File: src/rtl/water_lamp.sv
// Car rear-lamp controller: sequential turn patterns, brake override, door hazard blink and door-open seconds display.
// Define SEG_ACTIVE_LOW_EN to invert the segment outputs for common-anode digits.
module water_lamp #(
   parameter int unsigned STEP_CYCLES = 25000000,
   parameter int unsigned SEC_STEPS   = 2
) (
   input  logic       clk,
   input  logic       rstN,
   input  logic       rstL,
   input  logic       rstR,
   input  logic       rstBrake,
   input  logic       rstDoor,
   output logic [2:0] ledL,
   output logic [2:0] ledR,
   output logic [6:0] ledNum1,
   output logic [6:0] ledNum2
);

   localparam int unsigned CW = $clog2(STEP_CYCLES);
   localparam int unsigned SW = (SEC_STEPS > 1) ? $clog2(SEC_STEPS) : 1;
   localparam logic [CW-1:0] CNT_MAX  = CW'(STEP_CYCLES - 1);
   localparam logic [SW-1:0] STEP_MAX = SW'(SEC_STEPS - 1);

`ifdef SEG_ACTIVE_LOW_EN
   localparam logic [6:0] SEG_POL = '1;
`else
   localparam logic [6:0] SEG_POL = '0;
`endif

   typedef enum logic [1:0] {
      MODE_TURN,
      MODE_HAZARD,
      MODE_BRAKE
   } lampMode_t;

   logic [CW-1:0] preCnt;
   logic          tick;
   logic [1:0]    phaseL, phaseR;
   logic          hazOff;
   logic [SW-1:0] stepCnt;
   logic [3:0]    secTens, secUnits;

   logic [1:0]    phaseLNext, phaseRNext;
   logic          hazOffNext;
   logic [SW-1:0] stepNext;
   logic [3:0]    tensNext, unitsNext;
   logic          secWrap;
   lampMode_t     mode;
   logic [2:0]    ledLNext, ledRNext;
   logic [6:0]    num1Next, num2Next;

   function automatic logic [2:0] turnPattern(input logic [1:0] ph);
      case (ph)
         2'd0:    turnPattern = 3'b001;
         2'd1:    turnPattern = 3'b011;
         2'd2:    turnPattern = 3'b111;
         default: turnPattern = 3'b000;
      endcase
   endfunction

   function automatic logic [6:0] segOf(input logic [3:0] d);
      case (d)
         4'd0:    segOf = 7'b0111111;
         4'd1:    segOf = 7'b0000110;
         4'd2:    segOf = 7'b1011011;
         4'd3:    segOf = 7'b1001111;
         4'd4:    segOf = 7'b1100110;
         4'd5:    segOf = 7'b1101101;
         4'd6:    segOf = 7'b1111101;
         4'd7:    segOf = 7'b0000111;
         4'd8:    segOf = 7'b1111111;
         4'd9:    segOf = 7'b1101111;
         default: segOf = 7'b0000000;
      endcase
   endfunction

   // Outputs are registered from next-state values so a tick shows 1 clk after it.
   always_comb begin
      phaseLNext = rstL ? (phaseL + {1'b0, tick}) : '0;
      phaseRNext = rstR ? (phaseR + {1'b0, tick}) : '0;
      hazOffNext = rstDoor & (hazOff ^ tick);
      secWrap    = rstDoor & tick & (stepCnt == STEP_MAX);

      stepNext = stepCnt;
      if (!rstDoor) begin
         stepNext = '0;
      end else if (tick) begin
         stepNext = (stepCnt == STEP_MAX) ? '0 : stepCnt + 1'b1;
      end

      tensNext  = secTens;
      unitsNext = secUnits;
      if (!rstDoor) begin
         tensNext  = '0;
         unitsNext = '0;
      end else if (secWrap) begin
         if (secUnits == 4'd9) begin
            unitsNext = '0;
            tensNext  = (secTens == 4'd9) ? 4'd0 : secTens + 4'd1;
         end else begin
            unitsNext = secUnits + 4'd1;
         end
      end

      if (rstBrake) begin
         mode = MODE_BRAKE;
      end else if (rstDoor) begin
         mode = MODE_HAZARD;
      end else begin
         mode = MODE_TURN;
      end

      case (mode)
         MODE_BRAKE: begin
            ledLNext = 3'b111;
            ledRNext = 3'b111;
         end
         MODE_HAZARD: begin
            ledLNext = {3{~hazOffNext}};
            ledRNext = {3{~hazOffNext}};
         end
         default: begin
            ledLNext = rstL ? turnPattern(phaseLNext) : 3'b000;
            ledRNext = rstR ? turnPattern(phaseRNext) : 3'b000;
         end
      endcase

      num1Next = (rstDoor ? segOf(tensNext)  : 7'b0000000) ^ SEG_POL;
      num2Next = (rstDoor ? segOf(unitsNext) : 7'b0000000) ^ SEG_POL;
   end

   always_ff @(posedge clk or negedge rstN) begin
      if (!rstN) begin
         preCnt   <= '0;
         tick     <= 1'b0;
         phaseL   <= '0;
         phaseR   <= '0;
         hazOff   <= 1'b0;
         stepCnt  <= '0;
         secTens  <= '0;
         secUnits <= '0;
         ledL     <= '0;
         ledR     <= '0;
         ledNum1  <= SEG_POL;
         ledNum2  <= SEG_POL;
      end else begin
         preCnt   <= (preCnt == CNT_MAX) ? '0 : preCnt + 1'b1;
         tick     <= (preCnt == CNT_MAX);
         phaseL   <= phaseLNext;
         phaseR   <= phaseRNext;
         hazOff   <= hazOffNext;
         stepCnt  <= stepNext;
         secTens  <= tensNext;
         secUnits <= unitsNext;
         ledL     <= ledLNext;
         ledR     <= ledRNext;
         ledNum1  <= num1Next;
         ledNum2  <= num2Next;
      end
   end

endmodule

File: config.mk
export PLATFORM = sky130hd
export DESIGN_NAME = water_lamp
export DESIGN_NICKNAME = d
export VERILOG_FILES = /design/src/rtl/water_lamp.sv
export SDC_FILE = /design/constraint.sdc
export NUM_CORES = 1
export LEC_CHECK = 0
export ABC_AREA = 1
export CAP_MARGIN = 20
export CORE_UTILIZATION = 40
export CTS_CLUSTER_SIZE = 8
export DETAILED_ROUTE_END_ITERATION = 16
export MAX_ROUTING_LAYER = met4
export PLACE_DENSITY = 0.63
export SLEW_MARGIN = 20
export SYNTH_ARGS = -nofsm -noshare
export SYNTH_HDL_FRONTEND = slang
export SYNTH_SLANG_ARGS = --single-unit
File: constraint.sdc
create_clock -name clk -period 2.7 [get_ports clk]
set_clock_uncertainty 0.1 [all_clocks]
set_input_delay 0.54 -clock clk [delete_from_list [all_inputs] [get_ports clk]]
set_output_delay 0.54 -clock clk [all_outputs]
set_load 0.01 [all_outputs]
======== Yosys cells after proc, flatten, opt, wreduce, memory -nomap -nowiden ========
Memories as Yosys holds them, arrays and structs flattened.
Index checks and enable logic that the tools add are counted.
storage, ports and cells
  register bits ........................... 60
  ROM bits ................................ 224
  bits of input ports ..................... 6
  logic and storage cells ................. 60
  memories ................................ 2
operators by class
  add/subtract/negate cells ............... 6
  equal/unequal tests ..................... 10
  multiplexer cells ....................... 23
  bitwise gates (word level) .............. 5
  reductions and logical operators ........ 2
memories
  name              words  width  rd ports  clocked after Yosys merged registers in  write ports  RTL line  source
  (name not given)  16     7      1         0                                        0            62        case (d)
  (name not given)  16     7      1         0                                        0            62
operators by type and width
  operator                                                                  count
  4-bit 2-to-1 mux                                                          7
  25-bit by 1-bit adder with 25-bit output (second input constant)          1
  25-bit == test (second input constant)                                    1
  25-bit 2-to-1 mux                                                         1
  3-bit one-hot mux with 3 select lines                                     2
  7-bit 2-to-1 mux                                                          2
  3-bit one-hot mux with 2 select lines                                     2
  4-bit by 1-bit adder with 4-bit output (second input constant)            2
  4-bit == test (second input constant)                                     2
  2-bit by 1-bit == test with 1-bit output (second input constant)          3
  2-bit == test (second input constant)                                     3
  2-bit 2-to-1 mux                                                          3
  3-bit 2-to-1 mux                                                          2
  2-bit by 1-bit adder with 2-bit output                                    2
  2-bit logical NOT                                                         2
  1-bit 2-to-1 mux                                                          4
  1-bit AND                                                                 3
  2-bit by 1-bit inequality test with 1-bit output (second input constant)  1
  1-bit adder (second input constant)                                       1
  1-bit inverter                                                            1
  1-bit XOR                                                                 1

======== Depth between registers and ports, before layout ========
An unclocked memory read counts as a cell.
  depth after elaboration ................. 7
  gate-level depth with buffers ........... 14
  gate-level depth less buffers ........... 14

======== Worst setup path after synthesis ========
Ideal clock, no wire load.
  kind .................................... input port to flip-flop
  start ................................... input rstDoor
  end ..................................... register ledNum1[1]
  library setup time ...................... 0.122 ns
  data arrival time ....................... 1.848 ns
  required time ........................... 2.478 ns
  setup slack ............................. 0.630 ns
  stages on the path ...................... 8
  path through ............................ nand3_1 > nor2_2 > nor2_1 > nor3_1 > inv_1 > ha_1 > nor3_1 > nor2_1
on the way
  word-level cells in the longest chain between the ends .. 6
RTL lines
  what                     RTL line  source
  start, declared          12        input logic rstDoor,
  1-bit AND (2 in series)  82        secWrap = rstDoor & tick & (stepCnt == STEP_MAX);
  4-bit 2-to-1 mux         96        end else if (secWrap) begin
  4-bit 2-to-1 mux *       93        if (!rstDoor) begin
  net tensNext[0]          46        logic [3:0] tensNext, unitsNext;
  memory 16 x 7 bit *      --
  7-bit 2-to-1 mux *       128       num1Next = (rstDoor ? segOf(tensNext) : 7'b0000000) ^ SEG_POL;
  net num1Next[1]          50        logic [6:0] num1Next, num2Next;
  end signal, assigned     157       ledNum1 <= num1Next;
  end, declared            15        output logic [6:0] ledNum1,
Mark *: on every way through the listed nets, which the timed path passes. The rest lies on a longest branch.
A chain may end at the register's enable or synchronous reset.

======== Worst setup path in the final report ========
  start ................................... input rstDoor
  end ..................................... register ledNum2[5]
on the way
  word-level cells in the longest chain between the ends .. 6
RTL lines
  what                     RTL line  source
  1-bit AND (2 in series)  82
  4-bit 2-to-1 mux         96
  4-bit 2-to-1 mux *       93
  net unitsNext[0]         46
  memory 16 x 7 bit *      --
  7-bit 2-to-1 mux *       129       num2Next = (rstDoor ? segOf(unitsNext) : 7'b0000000) ^ SEG_POL;
  net num2Next[5]          50
  end signal, assigned     158       ledNum2 <= num2Next;
  end, declared            16        output logic [6:0] ledNum2
Marks and branches as above.

==> results.sh <==
export IMPL_status="complete, no violations"
export IMPL_ys_ff_latch=60
export IMPL_syn_avg_cell_area_um2=8.35
export IMPL_cts_inserted_buffers=9
export IMPL_ff2ff_setup_slack_ps=550
export IMPL_drive_gt1_share_pct=11.6
export IMPL_power_uw=1900
export IMPL_yosysSeqAreaShare_pct=46.6
export IMPL_cp_max_fo=8
export IMPL_most_common_layout_cells="nor2_1 (70), nand2_1 (67), dfrtp_1 (60), inv_1 (52), clkdlybuf4s50_1 (24)"
export IMPL_dpl_hpwl_um=4580
export IMPL_critPathTopFamily="buffers and inverters"
export IMPL_cts_root_buf="clkbuf_8"
export IMPL_fin_tns_setup_ps=0
export IMPL_r2r_start="secUnits[1]"
export IMPL_gp_congestion=0.940
export IMPL_ctsResizeCount=0
export IMPL_fin_crit_ps=2260
export IMPL_synth_cell_type_count=30
export IMPL_clockBufferDepth=2
export IMPL_path_buf_inv=2
export IMPL_layout_cells_non_filler=533
export IMPL_finalCritPeriodShare_pct=83.7
export IMPL_syn_to_final_growth_pct=19.4
export IMPL_tritoncts="yes"
export IMPL_ctsHoldBuffers=0
export IMPL_track_usage_pct=17.4
export IMPL_fmax_ghz=0.442
export IMPL_pin_count=26
export IMPL_setup_viol=0
export IMPL_die_x_um=91.7
export IMPL_n_antenna_cell=0
export IMPL_yosys_warnings=0
export IMPL_die_h_um=91.7
export IMPL_htreeDepth=3
export IMPL_crit_arrival_ps=2430
export IMPL_clock_sinks=60
export IMPL_grt_pass1_wl_um=11200
export IMPL_cts_setup_buffers=0
export IMPL_worstPathCellList="clkdlybuf4s50_1, nand2_2, nor2_4, nor2_1, o21ai_0, inv_1, ha_1, o21ai_0, nor2_1, nor2_1"
export IMPL_cpMostUsedCell="nor2_1"
export IMPL_worst_slew_pin_slew_ps=670
export IMPL_worstHoldPathType="input pin to asynchronous set/reset pin"
export IMPL_antenna_found_initial=0
export IMPL_wire_per_inst_um=11.4
export IMPL_clk_pin_slew_worst_paths_ps=70
export IMPL_rsz0062_at_grt="no"
export IMPL_maxSlewHeadroom_pct=55.0
export IMPL_nFillCells=772
export IMPL_hold_slack_ps=66.7
export IMPL_ir_drop_mv=0.249
export IMPL_finalInstanceArea_um2=3850
export IMPL_ant_nets=0
export IMPL_critPathCapture="ledNum2[5]"
export IMPL_vias=2500
export IMPL_crit_required_ps=2870
export IMPL_end_kind="register"
export IMPL_drt_total_wl_um=6070
export IMPL_power_leakage_uw=0.00188
export IMPL_synth_nets=413
export IMPL_vias_per_cell=4.69
export IMPL_cap_violations=0
export IMPL_finalHoldViolCount=0
export IMPL_netlist_instances=386
export IMPL_nets=453
export IMPL_port_buffers=25
export IMPL_die_area_um2=8420
export IMPL_cpPeakStageDelay_ps=540
export IMPL_drtPass1Iterations=4
export IMPL_cp_depth=10
export IMPL_drc=0
export IMPL_criticalPathCategory="input pin to register"
export IMPL_multiInputGateArea_um2=1490
export IMPL_cp_slowest_cell="clkdlybuf4s50_1"
export IMPL_grt_pass1_vias=2591
export IMPL_finalMaxSlewViolations=0
export IMPL_drt_iter0_drc=104
export IMPL_clk_latency_ps=340
export IMPL_regArea_um2=1500
export IMPL_syn_area_um2=3220
export IMPL_coreArea_um2=7770
export IMPL_rows=32
export IMPL_initial_core_util_pct=41.5
export IMPL_r2r_end="ledNum2[5]"
export IMPL_dp_cells=517
export IMPL_overflow=0
export IMPL_startpoint_type="input pin"
export IMPL_grt_start_max_net_pins=23
export IMPL_worst_r2r_path_depth=11
export IMPL_final_common_cell="nor2_1"
export IMPL_p_per_area_nw_per_um2=493
export IMPL_place_area_um2=3630
export IMPL_critPathLaunch="rstDoor"
==> area by class of cell <==
class	instances	area share (%)
clock buffers	12	3.77
multi-input cells	266	38.6
flip-flops and latches	60	39.0
clock inverters	4	1.89
well taps	102	3.32
repair buffers	33	7.93
inverters	56	5.46
==> sequential cells by signal, indices dropped and copies added, names as in the netlist <==
name	count
ledR	3
hazOff	1
tick	1
secTens	4
stepCnt	1
phaseR	2
ledNum1	7
phaseL	2
ledL	3
preCnt	25
ledNum2	7
secUnits	4
==> cells by family after synthesis <==
logic type	Yosys count	share of synthesized area [%]
buffers and inverters	60	7.30
AND/OR/NAND/NOR	205	29.1
adder cells (fa/ha/maj)	21	8.16
XOR/XNOR	17	4.62
AO/OA/AOI/OAI	23	4.19
flip-flops	60	46.6
==> Yosys cell counts (all sizes together) <==
cell type	n	share of area, %
o21ai	12	2.0
nand2	77	10
dfrtp	60	47
xor2	10	2.7
inv	56	6.5
o31ai	4	0.93
a31oi	1	0.19
nand3	19	3.4
o21bai	1	0.23
o21a	1	0.23
nor2	77	10
clkbuf	1	0.12
buf	3	0.66
ha	21	8.2
nand4	10	1.9
a21oi	4	0.62
xnor2	7	1.9
nor3	18	2.8
or2	4	0.78
==> layer usage <==
metal	vias up	share of wire [%]	GRT usage, %
met3	10	3.1	6.30
met2	33	48	29.1
met4	0	1.4	5.60
met5	-	0	-
li1	1287	-	-
met1	1170	47	19.4
==> where the power goes <==
part,internal [µW],switching (µW),total (µW)
Combinational,39.1,47.9,87.0
Clock,544,350,894
Sequential,913,3.99,917
==> metrics by stage <==
| stage | setup WS (ps) | utilization, % |
|---|---|---|
| finish | 440 | 49.5 |
| global route | 246 | 49.5 |
| CTS | 436 | 49.5 |
| detailed placement | 76.0 | 46.7 |
| global placement | 93.7 | 46.7 |
| floorplan | 630 | - |
==> how the worst min path moves through the flow <==
stage / from / endpoint / slack, ps / depth (start not counted)
CTS: rstN / hazOff / 50 / 1
finish: rstN / hazOff / 70 / 1
detailed placement: preCnt[0] / preCnt[0] / 380 / 1
floorplan: rstN / hazOff / 140 / 0
global route: rstN / hazOff / 70 / 1
global placement: preCnt[0] / preCnt[0] / 380 / 1
No activity file was read; power rests on OpenSTA's default activity.
==> patch, RTL diff (config.mk and constraints unchanged) <==
Change the parameter `STEP_CYCLES` from 25000000 to 6250000.
--- a/src/rtl/water_lamp.sv
+++ b/src/rtl/water_lamp.sv
@@ -1,7 +1,7 @@
 // Car rear-lamp controller: sequential turn patterns, brake override, door hazard blink and door-open seconds display.
 // Define SEG_ACTIVE_LOW_EN to invert the segment outputs for common-anode digits.
 module water_lamp #(
-   parameter int unsigned STEP_CYCLES = 25000000,
+   parameter int unsigned STEP_CYCLES = 6250000,
    parameter int unsigned SEC_STEPS   = 2
 ) (
    input  logic       clk,
Formal check against the unedited RTL: same outputs for any inputs over 10 cycles, from zero or initial values and one cycle with rstN low; that may be too few to reach the edited logic, so the function may still have changed.
==> patch against the unedited design <==
  * Setup slack worse by 160 ps
  * Sequential cell count is 2 lower
  * Power hardly changed
  * Global-route usage is 0.23 points higher
  * Routed wire length is 6.8% higher
  * Critical endpoint is now ledNum2[3]
  * Sequential share of layout area is 2.0 points lower
  * Die area is 0.95% higher
  * Area after synthesis is 0.97% higher
  * Cell area is 1.8% higher
  * Combinational power is 2% higher
  * Highest routed layer unchanged
  * Utilization is 0.61 points higher
==> patch: results (changes against the unedited design) <==
FILL cells = 740 (-4.1%)
IO Port Bufs = 25 (unchanged)
measured slew at the worst slew-check pin = 717.4 ps (+47.86 ps)
total wire length = 6.478 mm (+6.8%)
Avg WL per Cell = 12.09 µm (+6.2%)
Switch Pwr = 391.1 µW (-2.7%)
XOR/XNOR Fraction of Synth Area = 0.02692 (-0.01929)
first-pass GRT wire length = 11.27 mm (+0.86%)
Setup Fix Bufs, Post-CTS = 0 (unchanged)
DP Wirelength = 4.768 mm (+4.0%)
initial DRC count = 228 (+120%)
pre-CTS setup slack = -87.92 ps (-163.9 ps)
outcome = finished clean
leakage dissipation = 1.968 nW (+4.5%)
vias in the first global route = 2454 (-5.3%)
largest net degree at the start of global routing = 59 (+160%)
nets = 458 (+1.1%)
main area contributors after synthesis = dfrtp_1 45%, nand2_1 8.4%, ha_1 8.1%
Synth Area in Compound Gates = 0.04462 (+0.002674)
GRT Total Usage = 0.1765 (+0.002264)
Synth Area in Adders = 0.08077 (-0.0007842)
Placed Cells incl. Taps = 522 (+0.97%)
most instantiated cells after synthesis = 73 x nand2_1, 67 x nor2_1, 58 x dfrtp_1
share of cells above drive strength 1 = 0.1682 (+0.05219)
Post-DP Area = 0.003690 mm² (+1.7%)
First-pass DRT Iterations = 5 (+1)
Peak VDD IR = 0.0003271 V (+31%)
top flop regs = preCnt x23, ledNum1 x7, ledNum2 x7
syn_area_per_cell = 8.428 µm² (+0.97%)
Worst EP arrival = 2580 ps (+150 ps)
DR vias/cell = 4.808 (+2.5%)
Critical Path Fanout Max = 7 (-1)
CTS Buf Count = 9 (unchanged)
GP Congestion = 0.9162 (-2.5%)
post-synthesis sequential area ratio = 0.4462 (-0.01987)
Critical Path Max Stage Delay = 550 ps
[patch: cell count changes in the layout (fill, tap and decap cells not counted), sizes merged, moves of 2 or more]
| cell | delta |
|---|---|
| nand2 | +13 |
| nand3 | +7 |
| xnor2 | -6 |
| a21oi | +4 |
| inv | -4 |
| nor3 | -4 |
| o31ai | -4 |
| o21ai | +3 |
| buf | +2 |
| dfrtp | -2 |
| nand4 | -2 |
| nor2 | -2 |
[patch: power by group through the flow]
stage	sequential (mW)	clock, mW	combinational [mW]
5_1_grt	0.887	0.985	0.0984
3_3_place_gp	0.903	0	0.0911
2_1_floorplan	0.911	0	0.0210
3_5_place_dp	0.903	0	0.0913
6_report	0.887	0.924	0.0886
4_1_cts	0.887	0.944	0.0921
[patch: final timing paths]
path                         endpoint  slack [ps]  depth (start not counted)
setup / recovery           ledNum2[3]         280                         12
hold / removal             secTens[0]         240                          2
setup reg to reg           ledNum2[3]         450                         13
hold reg to reg                hazOff         370                          1
max in group asynchronous   preCnt[9]        1780                          2
min in group clk               hazOff         370                          1
[patch: final cells by class]
class	count	area, µm²	area share
Tap cell	102	127.6	0.03260
Timing Repair Buffer	35	320.3	0.08182
Sequential cell	58	1451	0.3707
Inverter	52	195.2	0.04986
Clock buffer	12	165.2	0.04219
Clock inverter	2	60.06	0.01534
Multi-Input combinational cell	275	1595	0.4075
[patch: layer usage]
layer / track usage / routed length (µm) / up-vias
met5: - / 0 / -
met4: 0.08724 / 152 / 0
met3: 0.04312 / 362 / 16
met2: 0.2575 / 2929 / 73
met1: 0.2291 / 3034 / 1180
li1: - / - / 1308
